## src/rtl/adrdec_fsm.sv

```systemverilog
// Single-master address decoder: routes one request at a time to the slave whose
// masked base matches, waits for that slave's ack (with optional timeout) and returns a one-cycle response.
module adrdec_fsm #(
  parameter int                     NSLAVES = 4,
  parameter int                     AW      = 8,
  parameter int                     DW      = 8,
  parameter logic [NSLAVES*AW-1:0]  BASE    = {8'h30, 8'h20, 8'h10, 8'h00},
  parameter logic [NSLAVES*AW-1:0]  MASK    = {4{8'hF0}},
  parameter int                     TMO     = 15
) (
  input  logic                  clk,
  input  logic                  rst,
  input  logic                  m_req,
  input  logic                  m_we,
  input  logic [AW-1:0]         m_adr,
  input  logic [DW-1:0]         m_wdat,
  output logic                  m_ack,
  output logic                  m_err,
  output logic [DW-1:0]         m_rdat,
  output logic [NSLAVES-1:0]    s_sel,
  output logic                  s_we,
  output logic [AW-1:0]         s_adr,
  output logic [DW-1:0]         s_wdat,
  input  logic [NSLAVES-1:0]    s_ack,
  input  logic [NSLAVES*DW-1:0] s_rdat
);

  localparam int CW = (TMO > 0) ? $clog2(TMO + 1) : 1;

  typedef enum logic [1:0] {IDLE, ACCESS, RESP} state_t;

  state_t               state_q, state_d;
  logic [NSLAVES-1:0]   sel_q;
  logic [CW-1:0]        cnt_q, cnt_d;
  logic                 err_q, err_d;
  logic [DW-1:0]        rdat_q, rdat_d;
  logic                 load;

  logic                 hit;
  logic [NSLAVES-1:0]   dec_oh;
  logic [DW-1:0]        rdat_sel;
  logic                 ack_sel;

  // Descending scan so the lowest matching slave is the last one written and wins.
  always_comb begin
    hit    = 1'b0;
    dec_oh = '0;
    for (int k = NSLAVES - 1; k >= 0; k--) begin
      if ((m_adr & MASK[k*AW +: AW]) == (BASE[k*AW +: AW] & MASK[k*AW +: AW])) begin
        hit       = 1'b1;
        dec_oh    = '0;
        dec_oh[k] = 1'b1;
      end
    end
  end

  always_comb begin
    rdat_sel = '0;
    for (int k = 0; k < NSLAVES; k++) begin
      if (sel_q[k]) rdat_sel = s_rdat[k*DW +: DW];
    end
  end

  // Masking with the registered select makes acks from other slaves invisible.
  assign ack_sel = |(s_ack & sel_q);

  // NOTE: every signal driven here gets a default first, so no path leaves one unassigned and no latch is inferred.
  always_comb begin
    state_d = state_q;
    cnt_d   = cnt_q;
    err_d   = 1'b0;
    rdat_d  = '0;
    load    = 1'b0;
    unique case (state_q)
      IDLE: begin
        if (m_req) begin
          load = 1'b1;
          if (hit) begin
            state_d = ACCESS;
            cnt_d   = '0;
          end else begin
            state_d = RESP;
            err_d   = 1'b1;
          end
        end
      end
      ACCESS: begin
        if (TMO > 0) cnt_d = cnt_q + CW'(1);
        // A slave ack in the expiry cycle takes precedence over the timeout.
        if (ack_sel) begin
          state_d = RESP;
          rdat_d  = s_we ? '0 : rdat_sel;
        end else if ((TMO > 0) && (cnt_q == CW'(TMO - 1))) begin
          state_d = RESP;
          err_d   = 1'b1;
        end
      end
      RESP:    state_d = IDLE;
      default: state_d = IDLE;
    endcase
  end

  // NOTE: sequential state uses non-blocking assignments so every register samples pre-edge values.
  always_ff @(posedge clk) begin
    if (rst) begin
      state_q <= IDLE;
      cnt_q   <= '0;
      err_q   <= 1'b0;
      rdat_q  <= '0;
      sel_q   <= '0;
      s_we    <= 1'b0;
      s_adr   <= '0;
      s_wdat  <= '0;
    end else begin
      state_q <= state_d;
      cnt_q   <= cnt_d;
      err_q   <= err_d;
      rdat_q  <= rdat_d;
      if (load) begin
        sel_q  <= hit ? dec_oh : '0;
        s_we   <= m_we;
        s_adr  <= m_adr;
        s_wdat <= m_wdat;
      end
    end
  end

  assign m_ack  = (state_q == RESP);
  assign m_err  = err_q;
  assign m_rdat = rdat_q;
  assign s_sel  = (state_q == ACCESS) ? sel_q : '0;

endmodule

```

## config.mk

```make
export PLATFORM = sky130hd
export DESIGN_NAME = adrdec_fsm
export DESIGN_NICKNAME = d
export VERILOG_FILES = /design/src/rtl/adrdec_fsm.sv
export SDC_FILE = /design/constraint.sdc
export NUM_CORES = 1
export LEC_CHECK = 0
export BUFFER_PORTS_ARGS = -buffer_cell sky130_fd_sc_hd__buf_2
export CORE_ASPECT_RATIO = 1.4
export CORE_MARGIN = 2
export CORE_UTILIZATION = 35
export CTS_CLUSTER_SIZE = 24
export DETAILED_ROUTE_END_ITERATION = 12
export HOLD_SLACK_MARGIN = 0.02
export RECOVER_POWER = 25
export SLEW_MARGIN = 20
export SYNTH_ARGS = -nofsm -noshare
export SYNTH_HDL_FRONTEND = slang
export SYNTH_SLANG_ARGS = --single-unit
```

## constraint.sdc

```tcl
create_clock -name clk -period 3.72 [get_ports clk]
set_clock_uncertainty 0.1 [all_clocks]
set_input_delay 0.186 -clock clk [delete_from_list [all_inputs] [get_ports clk]]
set_output_delay 0.186 -clock clk [all_outputs]
set_load 0.1 [all_outputs]
```

# After elaboration in Yosys (flattened, before gate mapping)
# Index checks and enable logic that the tools add are counted.
# totals
register_bits,36
inputBits,56
out_inout_bits,31
wordCells,57
# op_classes
add_sub_neg,1
eq_ne,9
mux,29
n_bitwise,3
n_reduce_logical,7
# op_table
operator,count
$mux W4,8
$mux W8,4
$mux W1,10
$eq A4 B2 Y1 const B,2
$logic_not A8 Y1,1
$mux W2,4
$pmux W4 S2,1
$reduce_or A4 Y1,2
$add A4 B1 Y4 const B,1
$and A4 B4 Y4,1
$eq A4 B1 Y1 const B,1
$eq A4 B4 Y1 const B,1
$ne A2 B2 Y1 const B,2
$pmux W2 S2,1
$ne A3 B3 Y1 const B,1
$reduce_and A3 Y1,1
$eq A2 B1 Y1 const B,1
$eq A2 B2 Y1 const B,1
$logic_not A2 Y1,1
$not A1 Y1,2
$pmux W1 S2,1
$reduce_and A2 Y1,1
$reduce_bool A2 Y1,1

# Logic depth before layout (Yosys ltp)
# Gate-level depths: netlist (run 1).
# logic_depth
word_depth,8
depth_mapped,5
depth_no_buf,5

# Least setup slack after synthesis (run 1)
# No wires, ideal clock.
# synth_path
kind,flip-flop to output port
start,reg state_q[1]
end,out m_ack
arrival_ns,1.800
required_time_ns,3.434
setup_slack_ns,1.634
stages_incl_launch_ff,3
path_buffers,1
path_cell_list,dfxtp_1 -> buf_6 -> nor2b_1
# synth_between
elab_chain_cells,1
# synth_rtl
item,line_no,rtl
from (decl),32,"state_t state_q, state_d;"
from (signal assigned),115,state_q <= state_d;
$eq A2 B2 Y1,128,assign m_ack = (state_q == RESP);
to (decl),17,"output logic m_ack,"
# Every way passes these cells.

# Worst setup path after layout (run 1)
# layout_path
start,reg state_q[0]
end,out s_sel[3]
# layout_between
elab_chain_cells,2
# layout_rtl
item,line_no,rtl
$eq A2 B1 Y1,131,assign s_sel = (state_q == ACCESS) ? sel_q : '0;
$mux W4,131,
to (decl),20,"output logic [NSLAVES-1:0] s_sel,"
# Every way passes these cells.

==> impl_metrics.json, run 1 <==
{
  "cp_top_family": "simple AND/OR/NAND/NOR gates",
  "dp_cells": 349,
  "via_per_inst": 4.836,
  "drcViolationCount": 0,
  "highest_layer": "met4",
  "drive_gt1_share_pct": 27.80,
  "synth_edf_count": 0,
  "portBuffers": 86,
  "power.static_leakage_nw": 0.9493,
  "clkLatencyLatePin_ns": 0.29,
  "die-area_um2": 5451,
  "cp.required_ns": 3.43,
  "die_x_um": 62.98,
  "rsz0062_at_grt": "false",
  "r2r_slack_ns": 1.97,
  "path_buf_inv": 1,
  "cts_tree": "done",
  "numCtsBuffers": 5,
  "grt_max_degree": 31,
  "fin_ws_ns": 1.617,
  "syn_inst": 213,
  "cp_slowest_cell": "nor2b_1",
  "crit_path_max_fanout": 8,
  "hpwl_um": 3140,
  "setup_viol": 0,
  "r2r_end": "cnt_q[3]",
  "setup-tns-final_ns": 0,
  "nets": 352,
  "ys_seq_area_share_pct": 42.29,
  "reg2reg_depth": 3,
  "n_antenna_cell": 0,
  "tightestPinTransition_ns": 1.198,
  "htreeDepth": 2,
  "arrival_ns": 1.82,
  "cts_resized": 0,
  "p_per_area_nw_per_um2": 424.7,
  "die_h_um": 86.56,
  "drt_wl_total_um": 4434,
  "postPlaceCellArea_um2": 2153,
  "ant_nets": 0,
  "slew_violations": 0,
  "io_pins": 87,
  "core_um2": 4767,
  "synthToLayoutAreaGrowth_pct": 32.67,
  "met2_length_um": 2195,
  "grt_pass1_wl_um": 7217,
  "clockRootBuffer": "clkbuf_8",
  "routedLengthMet1_um": 1883,
  "postLayoutCellArea_um2": 2261,
  "yosysUniqueCellTypes": 32,
  "ir_drop_v": 0.0002710,
  "vias": 1736,
  "place_congestion": 0.7964,
  "wl_met3_um": 293,
  "syn_area_um2": 1704,
  "cap_viol_max_count": 0,
  "grt_pass1_vias": 1626,
  "clkTransAtPathRegs_ns": 0.07,
  "synth_ff_type": "dfxtp_1",
  "end_kind": "output port",
  "period_share_pct": 56.54,
  "antenna_found_initial": 0,
  "hold_start": "m_wdat[4]",
  "avgSynthCellArea_um2": 8.001,
  "clk_path_buf_depth": 2,
  "worst-setup-path-type": "reg -> out",
  "crit_chain": "nor2b_1 -> and2_1 -> buf_2",
  "grt_overflow": 0,
  "postSynth.asyncResetShare_pct": 0,
  "period_minus_slack_ns": 2.103,
  "ys_warn_count": 0,
  "row_count": 30,
  "max_stage_delay_ns": 0.46,
  "stdcell_count": 359,
  "fmax_ghz": 0.4754,
  "synth_seq_cells": 36,
  "initial_core_util_pct": 35.75,
  "syn_nets": 271,
  "avgRoutedWirePerCell_um": 12.35,
  "worst_r2r_startpoint": "state_q[1]",
  "cts_sinks": 36,
  "final_util_pct": 47.43,
  "cp.depth": 3,
  "dr.first_iter.drc_count": 73,
  "dpl_worst_slack_ns": 1.910,
  "hold_viol_final": 0,
  "drt_first_pass_iters": 4,
  "hp-class": "in -> reg",
  "whs_path_depth": 3,
  "worst_setup_path_start_kind": "flop",
  "grt_usage_pct": 16.65,
  "outcome": "completed",
  "max-slew-margin-rel_pct": 20.44,
  "min_to": "s_wdat[4]"
}
==> through the flow <==
step	power [mW]	hold slack, ns
2_1_floorplan	0.5755	0.2220
3_3_place_gp	0.6286	0.3278
3_5_place_dp	0.6294	0.3319
4_1_cts	0.9755	0.02123
5_1_grt	1.006	0.02503
6_report	0.9603	0.02881
==> logic make-up (layout without fill, tap and decap cells) <==
kind of cell    count (synthesis)  in the layout  share of synthesized area, %
flops                          36             36                         42.29
compound gates                 60             60                         22.61
fa+ha+maj                       2              2                         1.468
mux                             1              1                        0.5874
buf+inv                        25            107                         6.241
simple gates                   89             89                         26.80
==> worst reg2reg max path: stages (launching register included) <==
cell and delay [ns]:
dfxtp_1 0.40, or3b_1 0.75, o21ai_0 0.29, mux2i_1 0.09
==> where the power goes <==
part | switching [mW] | leakage, nW | total (mW) | internal (mW)
Sequential | 0.0132 | 0.293 | 0.414 | 0.401
Combinational | 0.154 | 0.601 | 0.205 | 0.0509
Clock | 0.142 | 0.0552 | 0.341 | 0.199
Total | 0.309 | 0.949 | 0.960 | 0.651
==> sequential cells by signal (all words and copies together) (netlist names) <==
signal and count:
s_wdat 8, m_rdat 8, cnt_q 4, s_we 1, state_q 2, s_adr 8, m_err 1, sel_q 4
==> Yosys cell counts, drive strengths merged (2+ instances only) <==
cell	n	area (µm²)
nor2b	4	25.02
inv	10	37.54
dfxtp	36	720.7
a221o	8	80.08
nand3b	9	67.56
o21ai	4	20.01
buf	5	31.28
clkbuf	10	37.54
a22oi	2	15.01
nand2b	2	12.51
nand4b	3	26.28
a21oi	34	181.4
a211oi	2	15.01
or3b	2	17.52
nand4	2	12.51
ha	2	25.02
and2	4	25.02
a21boi	9	67.56
nand3	3	15.01
nor2	5	18.77
nand2	49	183.9
==> layout make-up <==
cell class	instances	area (µm²)
Clock buffer	6	72.57
Clock inverter	2	35.03
Fill cell	516	2506
Inverter	10	37.54
Multi-Input combinational cell	152	877.1
Sequential cell	36	720.7
Tap cell	64	80.08
Timing Repair Buffer	89	437.9
==> cells in the final DEF, fill, tap and decap left out <==
master,synthesis,final
a211oi_1,2,2
a21boi_1,9,9
a21oi_1,33,33
a21oi_4,1,1
a221o_1,8,8
a22oi_1,2,2
a31oi_1,1,1
and2_1,4,4
and3_1,1,1
and3b_1,1,1
buf_2,4,70
buf_4,0,1
bufinv_16,0,1
clkbuf_1,10,17
clkbuf_8,0,5
clkinv_2,0,1
dfxtp_1,36,36
dlygate4sd3_1,0,2
ha_1,2,2
inv_1,10,10
mux2i_1,1,1
nand2_1,49,49
nand2b_1,2,2
nand3_1,3,3
nand3b_1,9,9
nand4_1,2,2
nand4b_1,3,3
nor2_1,5,5
nor2b_1,4,4
nor3_1,1,1
nor3b_2,1,1
o21ai_0,1,1
o21ai_1,3,3
or2_2,1,1
or3b_1,2,2
or4b_4,1,1
==> routing by layer <==
metal / vias up / global-route usage (%)
li1: 891 / -
met1: 775 / 19.01
met2: 64 / 29.40
met3: 6 / 4.805
met4: 0 / 6.061
met5: - / 0
==> worst max-delay path by stage <==
stage / startpoint / endpoint / slack [ns]
2_1_floorplan: state_q[1] / m_ack / 1.63
6_report: state_q[0] / s_sel[3] / 1.62
4_1_cts: state_q[0] / s_sel[3] / 1.58
3_3_place_gp: state_q[0] / s_sel[2] / 1.94
5_1_grt: state_q[0] / s_sel[2] / 1.48
3_5_place_dp: state_q[0] / s_sel[3] / 1.91
==> what timing repair did <==
action	in CTS	in global routing
hold buffers	2	0
endpoints found under the hold margin	2	0
setup buffers	0	0
Power figures use the tool's default switching activity.
==> inputs of run 2 (changes only) <==
Clock period 3.72 ns to 2.1 ns, I/O delays scaled along.
==> impl_metrics.json, run 2 (same netlist as run 1, synthesis figures left out) <==
{
  "arrival_ns": 1.62,
  "cts_tree": "done",
  "hold_start": "s_rdat[17]",
  "tightestPinTransition_ns": 1.194,
  "seq_area_um2": 720.7,
  "clk_path_buf_depth": 2,
  "fin_ws_ns": 0.2730,
  "worst_r2r_startpoint": "state_q[1]",
  "crit_path_max_fanout": 8,
  "hpwl_um": 3224,
  "path_buf_inv": 2,
  "cp.required_ns": 1.89,
  "cts_resized": 0,
  "p_total_mw": 1.662,
  "cts_hold_buffers": 25,
  "row_count": 30,
  "grt_max_degree": 30,
  "max_stage_delay_ns": 0.46,
  "portBuffers": 86,
  "synthToLayoutAreaGrowth_pct": 47.72,
  "power.static_leakage_nw": 1.066,
  "die-area_um2": 5451,
  "r2r_slack_ns": 0.44,
  "clkLatencyLatePin_ns": 0.28,
  "grt_overflow": 0,
  "place_congestion": 0.7699,
  "outcome": "completed",
  "worst_setup_path_start_kind": "flop",
  "cap_viol_max_count": 0,
  "setup-tns-final_ns": 0,
  "vias": 1855,
  "core_um2": 4767,
  "avgRoutedWirePerCell_um": 12.07,
  "end_kind": "output port",
  "clockRootBuffer": "clkbuf_8",
  "slew_violations": 0,
  "final_common_cell": "buf_2",
  "drive_gt1_share_pct": 27.02,
  "initial_core_util_pct": 35.75,
  "max-slew-margin-rel_pct": 20.73,
  "drcViolationCount": 0,
  "die_x_um": 62.98,
  "p_per_area_nw_per_um2": 660.2,
  "via_per_inst": 4.806,
  "dr.first_iter.drc_count": 80,
  "worst-setup-path-type": "reg -> out",
  "crit_chain": "nor2b_1 -> buf_4 -> and2_1 -> buf_2",
  "hold_viol_final": 0,
  "cts_setup_buffers": 0,
  "clkTransAtPathRegs_ns": 0.07,
  "rsz0062_at_grt": "false",
  "antenna_found_initial": 0,
  "cp-startpoint": "state_q[0]",
  "grt_usage_pct": 17.27,
  "ant_nets": 0,
  "dpl_worst_slack_ns": 0.4336,
  "ir_drop_v": 0.0003798,
  "period_minus_slack_ns": 1.827,
  "io_pins": 87,
  "cts_sinks": 36,
  "n_antenna_cell": 0,
  "fmax_ghz": 0.5474,
  "numCtsBuffers": 5,
  "setup_viol": 0,
  "hp-class": "in -> reg",
  "grt_pass1_wl_um": 7596,
  "htreeDepth": 2,
  "final_util_pct": 52.81,
  "grt_pass1_vias": 1736,
  "cp_top_family": "buffers and inverters",
  "nets": 380,
  "die_h_um": 86.56,
  "period_share_pct": 87.00,
  "drt_first_pass_iters": 4,
  "cp_slowest_cell": "dfxtp_1",
  "fill_cells": 473,
  "final_cell_mix": "buf_2 (70), nand2_1 (49), dfxtp_1 (36), a21oi_1 (33), dlygate4sd3_1 (25)",
  "drt_wl_total_um": 4660,
  "multi_input_area_um2": 877.1
}
-- run 2: cell types whose count changed in the layout (fill, tap and decap cells not counted) --
cell           delta
clkinv_2          -1
buf_4             +5
bufinv_16         -1
clkbuf_8          +2
dlygate4sd3_1    +23
clkbuf_1          -1
-- run 2: where the power goes --
group	switching, mW	leakage, nW	total, mW	internal (mW)
clock	0.234	0.0503	0.526	0.292
combinational	0.280	0.723	0.403	0.123
sequential	0.0218	0.293	0.733	0.711
total	0.536	1.07	1.66	1.13
-- run 2: stage by stage --
step / hold WS [ns] / std cells / area [µm²]
after global placement: 0.2475 / 354 / 2191
after floorplan: 0.1410 / 213 / 1704
after global routing: 0.09177 / 386 / 2517
final: 0.08409 / 386 / 2517
after detailed placement: 0.2520 / 354 / 2191
after CTS: 0.07506 / 386 / 2537
-- run 2: worst register-to-register path, stage by stage (launching register included) --
cell	delay [ns]
dfxtp_1	0.40
or3b_1	0.64
buf_4	0.27
nand2_1	0.07
a21oi_1	0.06
-- run 2: routing by layer --
layer  vias up  wire length, µm  part of all wire, %  GRT usage [%]
met4         0               28                 0.60          6.263
met5         -                0                    0              0
met3         2              256                  5.5          4.026
met2        63             2354                   51          31.91
met1       838             2020                   43          19.14
li1        952                -                    -              -
-- run 2: final timing paths --
kind          endpoint  cells past startpoint
max           s_sel[2]                      4
min          m_rdat[1]                      4
max reg2reg   sel_q[1]                      4
min reg2reg   s_adr[3]                      2
-- run 2: area by class of cell --
cell class / instances / share of cell area (%)
Multi-Input combinational cell: 152 / 34.84
Sequential cell: 36 / 28.63
Timing Repair Buffer: 117 / 28.03
Clock buffer: 7 / 3.827
Tap cell: 64 / 3.181
Inverter: 10 / 1.491
==> inputs of run 3 (changes only) <==
Settings changed: ABC_AREA from default to 1.
==> impl_metrics.json, run 3 <==
{
  "outcome": "completed",
  "cp.required_ns": 1.89,
  "die_h_um": 86.35,
  "tightestPinTransition_ns": 1.174,
  "cp-startpoint": "sel_q[3]",
  "cts_sinks": 36,
  "end_kind": "output port",
  "syn_area_um2": 1695,
  "dr.first_iter.drc_count": 65,
  "yosysMostFrequentCell": "nor2_1",
  "cts_resized": 0,
  "io_pins": 87,
  "synth_ff_type": "dfxtp_1",
  "fmax_ghz": 0.5657,
  "routedLengthMet1_um": 1900,
  "hold_viol_final": 0,
  "power.static_leakage_nw": 1.107,
  "synth_edf_count": 0,
  "dpl_worst_slack_ns": 0.6632,
  "drcViolationCount": 0,
  "nets": 401,
  "cp_slowest_cell": "dfxtp_1",
  "portBuffers": 86,
  "synthToLayoutAreaGrowth_pct": 42.88,
  "worst_setup_path_start_kind": "flop",
  "met2_length_um": 2339,
  "hold_start": "s_rdat[22]",
  "postPlaceCellArea_um2": 2156,
  "avgRoutedWirePerCell_um": 11.32,
  "drt_wl_total_um": 4617,
  "grt_pass1_wl_um": 7583,
  "synth_top_cell_by_area": "dfxtp_1",
  "rsz0062_at_grt": "false",
  "p_per_area_nw_per_um2": 799.3,
  "die_x_um": 62.82,
  "syn_nets": 300,
  "clkTransAtPathRegs_ns": 0.08,
  "synth_seq_cells": 36,
  "path_buf_inv": 2,
  "htreeDepth": 2,
  "stdcell_count": 408,
  "grt_usage_pct": 17.66,
  "grt_overflow": 0,
  "crit_chain": "inv_2 -> nor2_1 -> buf_2",
  "final_common_cell": "buf_2",
  "initial_core_util_pct": 35.56,
  "syn_inst": 242,
  "clockRootBuffer": "clkbuf_8",
  "postSynth.asyncResetShare_pct": 0,
  "final_cell_mix": "buf_2 (70), nor2_1 (50), nand2_1 (39), dfxtp_1 (36), a21oi_1 (28)",
  "drt_first_pass_iters": 4,
  "dp_cells": 384,
  "hpwl_um": 3376,
  "period_minus_slack_ns": 1.768,
  "multi_input_area_um2": 849.6,
  "clkLatencyLatePin_ns": 0.29,
  "seq_area_um2": 720.7,
  "period_share_pct": 84.17,
  "postLayoutCellArea_um2": 2422,
  "via_per_inst": 4.522,
  "core_um2": 4767,
  "highest_layer": "met4",
  "setup_viol": 0,
  "grt_pass1_vias": 1724,
  "setup-tns-final_ns": 0,
  "ys_seq_area_share_pct": 42.51,
  "worst-setup-path-type": "reg -> out",
  "clk_path_buf_depth": 2,
  "ys_warn_count": 0,
  "holdWs_ns": 0.03559,
  "yosysUniqueCellTypes": 24,
  "fill_cells": 525,
  "vias": 1845,
  "yosys-top-cells-area": "dfxtp_1 (43%), nor2_1 (11%), nand2_1 (8.6%), a21oi_1 (8.3%), nand3_1 (4.7%)",
  "ir_drop_v": 0.0004455,
  "avgSynthCellArea_um2": 7.006,
  "row_count": 30,
  "place_congestion": 0.8849,
  "whs_path_depth": 4,
  "cap_viol_max_count": 0,
  "cp_top_family": "flip-flops",
  "max_stage_delay_ns": 0.58,
  "drive_gt1_share_pct": 28.49,
  "n_antenna_cell": 0,
  "synth_top_area_share_pct": 42.51,
  "slew_violations": 0,
  "worst_r2r_startpoint": "sel_q[3]",
  "synth.top_cells.by_count": "nor2_1 (50), nand2_1 (39), dfxtp_1 (36), a21oi_1 (28), nand3_1 (16)",
  "antenna_found_initial": 0,
  "max-slew-margin-rel_pct": 22.07,
  "cp.depth": 3,
  "fin_ws_ns": 0.3324,
  "wl_met3_um": 303,
  "reg2reg_depth": 6,
  "cts_tree": "done",
  "grt_max_degree": 22,
  "hp-class": "in -> reg",
  "numCtsBuffers": 5,
  "die-area_um2": 5425,
  "crit_path_max_fanout": 11,
  "ant_nets": 0,
  "arrival_ns": 1.56
}
run 3: cell families after synthesis:
| family | Yosys count | share of synthesized area [%] |
|---|---|---|
| and+or+nand+nor | 129 | 34.17 |
| DFF | 36 | 42.51 |
| adders and majority gates | 2 | 1.476 |
| buffers and inverters | 27 | 7.381 |
| AOI/OAI and AO/OA | 47 | 13.95 |
| xor gates and xnor gates | 1 | 0.5167 |
run 3: layout make-up:
cell class | instances | area share [%]
well taps | 64 | 3.306
clock buffers | 7 | 3.977
multi-input cells | 179 | 35.07
inverters | 18 | 2.789
clock inverters | 1 | 1.240
flip-flops and latches | 36 | 29.75
repair buffers | 103 | 23.86
run 3: worst min-delay path, cell delays in order:
cell     delay, ns
buf_2         0.07
or2_1         0.08
a21oi_1       0.06
nor2_1        0.07
run 3: repair_timing:
action	in CTS	in global routing
hold buffers	16	0
buffers inserted	0	0
endpoints found under the hold margin	18	0
run 3: path summary, 6_finish.rpt:
check / to / slack [ns]
setup / recovery: s_sel[3] / 0.33
hold / removal: m_rdat[6] / 0.04
setup reg to reg: m_rdat[3] / 0.67
hold reg to reg: s_adr[5] / 0.37
run 3: power by group:
part           internal, mW  switching, mW  total [mW]
combinational         0.123          0.386       0.510
sequential            0.722         0.0289       0.751
clock                 0.419          0.256       0.676
total                  1.26          0.671        1.94
run 3: metal layers:
layer	vias to the layer above	GRT usage [%]
met2	62	31.67
met3	6	4.935
li1	972	-
met1	805	19.87
met5	-	0
met4	0	6.667
run 3: per-stage QoR:
step           power (mW)  util [%]
5_1_grt             2.028     50.81
3_3_place_gp        1.258     45.22
3_5_place_dp        1.259     45.22
6_report            1.936     50.81
4_1_cts             1.960     51.23
2_1_floorplan       1.150         -
